## src/rtl/fetch_unit.sv

```systemverilog
// Instruction fetch stage: PC register, 2-entry {instr, pc} skid buffer toward decode,
// redirect/halt handling. Optional bounds/alignment fault logic under FETCH_BOUNDS_CHECK_EN.
module fetch_unit #(
    parameter logic [31:0] RESET_PC   = 32'h0000_0000,
    parameter int          IMEM_DEPTH = 32
) (
    input  logic        clk,
    input  logic        rst,
    output logic [31:0] pc_address,
    input  logic [31:0] machine_code,
    output logic        if_valid,
    input  logic        if_ready,
    output logic [31:0] if_instr,
    output logic [31:0] if_pc,
    input  logic        redirect_valid,
    input  logic [31:0] redirect_target,
    input  logic        halt_req,
    output logic        halted,
    output logic [31:0] fetch_count,
    output logic        fetch_fault
);

    typedef enum logic [1:0] {ST_BOOT, ST_RUN, ST_HALT} state_t;

    state_t      state_reg;
    logic [31:0] pc_reg;
    logic [31:0] fetch_count_reg;
    logic [1:0]  count_reg;
    logic [31:0] instr_reg [2];
    logic [31:0] epc_reg   [2];
    logic        halted_reg;
    logic        fault_reg;

    logic        redirect_take;
    logic        deq;
    logic        enq_req;
    logic        enq;
    logic        bounds_fault;
    logic [31:0] target_aligned;

    // Redirects are only honoured while still fetching; HALT freezes the PC.
    assign redirect_take  = redirect_valid && (state_reg != ST_HALT);
    assign target_aligned = redirect_target & 32'hFFFF_FFFC;

    assign if_valid = (count_reg != 2'd0) && !redirect_valid;
    assign deq      = if_valid && if_ready;
    assign enq_req  = (state_reg == ST_RUN) && !redirect_valid && !halt_req
                      && ((count_reg != 2'd2) || deq);

`ifdef FETCH_BOUNDS_CHECK_EN
    localparam logic [32:0] IMEM_LIMIT = 33'(IMEM_DEPTH) << 2;
    logic out_of_range;
    logic misaligned;
    assign out_of_range = {1'b0, pc_reg} >= IMEM_LIMIT;
    assign misaligned   = redirect_take && (redirect_target[1:0] != 2'b00);
    assign enq          = enq_req && !out_of_range;
    assign bounds_fault = (enq_req && out_of_range) || misaligned;
`else
    assign enq          = enq_req;
    assign bounds_fault = 1'b0;
`endif

    always_ff @(posedge clk) begin
        if (rst) begin
            state_reg       <= ST_BOOT;
            pc_reg          <= RESET_PC;
            fetch_count_reg <= 32'd0;
            count_reg       <= 2'd0;
            instr_reg[0]    <= 32'd0;
            instr_reg[1]    <= 32'd0;
            epc_reg[0]      <= 32'd0;
            epc_reg[1]      <= 32'd0;
            halted_reg      <= 1'b0;
            fault_reg       <= 1'b0;
        end else begin
            unique case (state_reg)
                ST_BOOT: begin
                    if (bounds_fault) begin
                        state_reg  <= ST_HALT;
                        halted_reg <= 1'b1;
                    end else begin
                        state_reg  <= ST_RUN;
                    end
                end
                ST_RUN: begin
                    if (halt_req || bounds_fault) begin
                        state_reg  <= ST_HALT;
                        halted_reg <= 1'b1;
                    end
                end
                default: begin
                    state_reg  <= ST_HALT;
                    halted_reg <= 1'b1;
                end
            endcase

            if (bounds_fault) begin
                fault_reg <= 1'b1;
            end

            if (redirect_take) begin
                count_reg <= 2'd0;
                pc_reg    <= target_aligned;
            end else begin
                count_reg <= count_reg + {1'b0, enq} - {1'b0, deq};
                // Head always lives in slot 0; a full-buffer dequeue shifts slot 1 down.
                if (deq && count_reg == 2'd2) begin
                    instr_reg[0] <= instr_reg[1];
                    epc_reg[0]   <= epc_reg[1];
                end
                if (enq) begin
                    if (count_reg == 2'd0 || (count_reg == 2'd1 && deq)) begin
                        instr_reg[0] <= machine_code;
                        epc_reg[0]   <= pc_reg;
                    end else begin
                        instr_reg[1] <= machine_code;
                        epc_reg[1]   <= pc_reg;
                    end
                    pc_reg          <= pc_reg + 32'd4;
                    fetch_count_reg <= fetch_count_reg + 32'd1;
                end
            end
        end
    end

    assign pc_address  = pc_reg;
    assign if_instr    = instr_reg[0];
    assign if_pc       = epc_reg[0];
    assign halted      = halted_reg;
    assign fetch_count = fetch_count_reg;
    assign fetch_fault = fault_reg;

endmodule
```

## config.mk

```make
export PLATFORM = sky130hd
export DESIGN_NAME = fetch_unit
export DESIGN_NICKNAME = d
export VERILOG_FILES = /design/src/rtl/fetch_unit.sv
export SDC_FILE = /design/constraint.sdc
export NUM_CORES = 1
export LEC_CHECK = 0
export CORE_UTILIZATION = 37
export DETAILED_ROUTE_END_ITERATION = 12
export DONT_BUFFER_PORTS = 1
export GPL_TIMING_DRIVEN = 0
export HOLD_SLACK_MARGIN = 0.08
export PLACE_DENSITY_LB_ADDON = 0.1
export SLEW_MARGIN = 0
export SYNTH_ARGS = -nofsm -noshare
export SYNTH_HDL_FRONTEND = slang
export SYNTH_SLANG_ARGS = --single-unit
```

## constraint.sdc

```tcl
create_clock -name clk -period 5.4 [get_ports clk]
set_clock_uncertainty 0.2 [all_clocks]
set_input_delay 1.08 -clock clk [delete_from_list [all_inputs] [get_ports clk]]
set_output_delay 1.08 -clock clk [all_outputs]
set_load 0.03 [all_outputs]
```

==> metrics.txt <==
postcts setup bufs=0; CTS tree=done; endpoints failing setup=0; Final Cell Area=0.00992 sq mm; share of layout cells above drive strength 1=12.1%; Post-synth EDFFs=124; FF-to-FF Start=state_reg[1]; Worst path top cell family by delay=buffers and inverters; Worst-path clk slew=0.08 ns; R2R depth=11; warnings from Yosys=0; worst-skew pair later-pin latency=0.43 ns; met1 usage in global routing=23.6%; Synth Flop Type=edfxtp_1; final worst slack=2.16 ns; sequential area share after synthesis=57.1%; post-synthesis simple-gate area fraction=20.5%; Hold WC Path Type=reg -> reg; fmax=0.309 GHz; crit start category=input port; Worst VDD drop=179 uV; fin crit period=3.24 ns; setup total negative slack=0 ns; drc violations=0; CP Class=in -> reg; Die ar.=0.0246 sq mm; critical path peak fanout=10; post-synthesis compound-gate area fraction=9.18%; clock buffer depth=2; GR Util met2=28.0%; syn avg cell area=10.1 sq um; Pwr per Cell Area=327 mW/mm^2; Critical Path End=count_reg[1]; RR Endpoint=count_reg[1]; Arrival @ worst endpoint=3.34 ns; P&R area growth vs syn=11.8%; CP peak stage delay=0.51 ns; XOR/XNOR Fraction of Synth Area=4.44%; Mapped Cells=880; CTS Buf Count=17; CP bufs+invs=4; Tightest Pin Transition=0.900 ns; P_leak=0.00350 uW; initial antenna violation count=0; asr flop ratio synth=0%; Post-CTS Hold Buffers=0; gr busiest metal=met2; routability cong.=0.757; crit path cell chain=or4b_1 > clkbuf_1 > a21oi_2 > buf_2 > inv_1 > ha_1 > inv_1 > ha_1 > xor2_1 > xnor2_1 > nor2_1; Mapped Area=0.00887 sq mm; CP Capture Type=flip-flop; CTS root buf=clkbuf_16; slowest CP cell=or4b_1; Buffers on Ports=0; final hold vios=0; grt ovf=0; Initial Utilization=37.8%; via count=6052; vias in the first global route=5880; largest family of logic cells by synthesized area=simple AND/OR/NAND/NOR gates; worst hold slack=0.393 ns; library cells used by synthesis=42; worst slack, placed=1.71 ns; total I/O pin count=200; Tcrit/Tclk final=60.0%; crit path from=halt_req; Area after DPL=0.00932 sq mm; H-tree levels=4; Clock Sink Count=191; Antenna diodes=0; status=completed; WP data required=5.50 ns; post-synthesis adder-cell area fraction=0.564%; max cap viols=0; die height=157 microns; met3 Use GR=5.87%; core area=0.0235 sq mm; max reg flops=64; Routed WL per cell=17.8 microns; unrepaired setup endpoints after global routing=false; Yosys reg bits=191; fillers=2321; chip width=157 microns; Reg2Reg Setup Slack=2.43 ns; mux cell area share after synthesis=0%; initial drt markers=262; Crit path depth=11; Final ANT Viol Nets=0; First-pass DRT Iterations=4; vias per cell=4.90; Max Slew Vio Count=0; nets=977; global-route wire length before repair=33500 microns; row count=56; Slew HR=39.8%; Resized Gates After CTS=0; GRT Util Overall=17.9%; maximum number of pins on one net before global-route repair=63; hpwl dp=15100 microns; Routed WL=21900 microns
how the worst min path moves through the flow:
stage | startpoint | end | slack, ns | cells after the start
CTS | state_reg[0] | state_reg[1] | 0.40 | 2
floorplan | state_reg[0] | state_reg[1] | 0.33 | 2
global placement | state_reg[0] | state_reg[1] | 0.38 | 2
detailed placement | state_reg[0] | state_reg[1] | 0.38 | 2
global route | epc_reg[0][45] | epc_reg[0][13] | 0.42 | 2
finish | state_reg[0] | state_reg[1] | 0.39 | 2
cells in the final DEF, fill, tap and decap left out, types with 4 or more instances in the layout:
cell type  instances
inv_8              4
clkbuf_1          42
xnor2_1           19
and3_1             8
xor2_1            26
conb_1             5
nor3_1            13
inv_6              4
ha_1               4
edfxtp_1         124
dfxtp_1           67
inv_1             13
buf_2              4
a21oi_1           84
nand2_1          159
nand4_1           18
and2_1            66
nand3_1           19
or3_1             15
and4_1             9
buf_4             67
a211oi_1          20
o21ai_0           24
clkbuf_16         17
nor2_1            48
layout make-up:
| type | instances | area (sq um) | share of cell area (%) |
|---|---|---|---|
| Multi-Input combinational cell | 567 | 3100 | 31.3 |
| Tap cell | 319 | 399 | 4.02 |
| Buffer | 113 | 681 | 6.86 |
| Timing Repair Buffer | 1 | 27.5 | 0.277 |
| Inverter | 13 | 48.8 | 0.492 |
| Clock inverter | 14 | 168 | 1.69 |
| Sequential cell | 191 | 5060 | 51.1 |
| Clock buffer | 18 | 429 | 4.33 |
report_power, final:
| part | total, uW | internal [uW] | switching (uW) |
|---|---|---|---|
| logic | 241 | 76.9 | 164 |
| registers | 1710 | 1620 | 92.6 |
| clock network | 1290 | 666 | 626 |
synth_stat cells (9+ instances only):
cell type,number,area (sq um)
xor2_1,26,228
or3_1,15,93.8
a211oi_1,20,150
a21oi_1,84,420
nand4_1,18,113
nand2_1,159,597
clkbuf_1,41,154
edfxtp_1,124,3720
nand3_1,19,95.1
dfxtp_1,67,1340
o21ai_0,24,120
nor2_1,48,180
and2_1,66,413
buf_4,67,503
and4_1,9,78.8
inv_1,13,48.8
xnor2_1,19,166
nor3_1,13,65.1
worst register-to-register path, cell delays in order, from the launching register on:
cell	delay, ns
dfxtp_1	0.35
or4b_1	0.54
clkbuf_1	0.19
a21oi_2	0.26
buf_2	0.33
inv_1	0.13
ha_1	0.29
inv_1	0.04
ha_1	0.18
xor2_1	0.16
xnor2_1	0.13
nor2_1	0.05
kinds of logic (layout without fill, tap and decap cells):
| kind of cell | count (synthesis) | after routing |
|---|---|---|
| xor+xnor | 45 | 45 |
| flops | 191 | 191 |
| buf+inv | 126 | 159 |
| simple gates | 371 | 371 |
| fa+ha+maj | 4 | 4 |
| compound gates | 142 | 142 |
| other cells | 1 | 5 |
metal layers:
layer | routed length, microns | part of all wire, % | vias to the layer above
met2 | 10100 | 46 | 160
met3 | 1700 | 7.7 | 17
met5 | 0 | 0 | -
met4 | 262 | 1.2 | 0
li1 | - | - | 3031
met1 | 9890 | 45 | 2844
through the flow:
stage / total power [uW] / util, % / cells
floorplan: 1920 / - / 884
global placement: 1990 / 39.6 / 1203
detailed placement: 1990 / 39.7 / 1204
CTS: 3290 / 42.3 / 1236
global route: 3360 / 42.3 / 1236
finish: 3250 / 42.3 / 1236
Power figures use the tool's default switching activity.
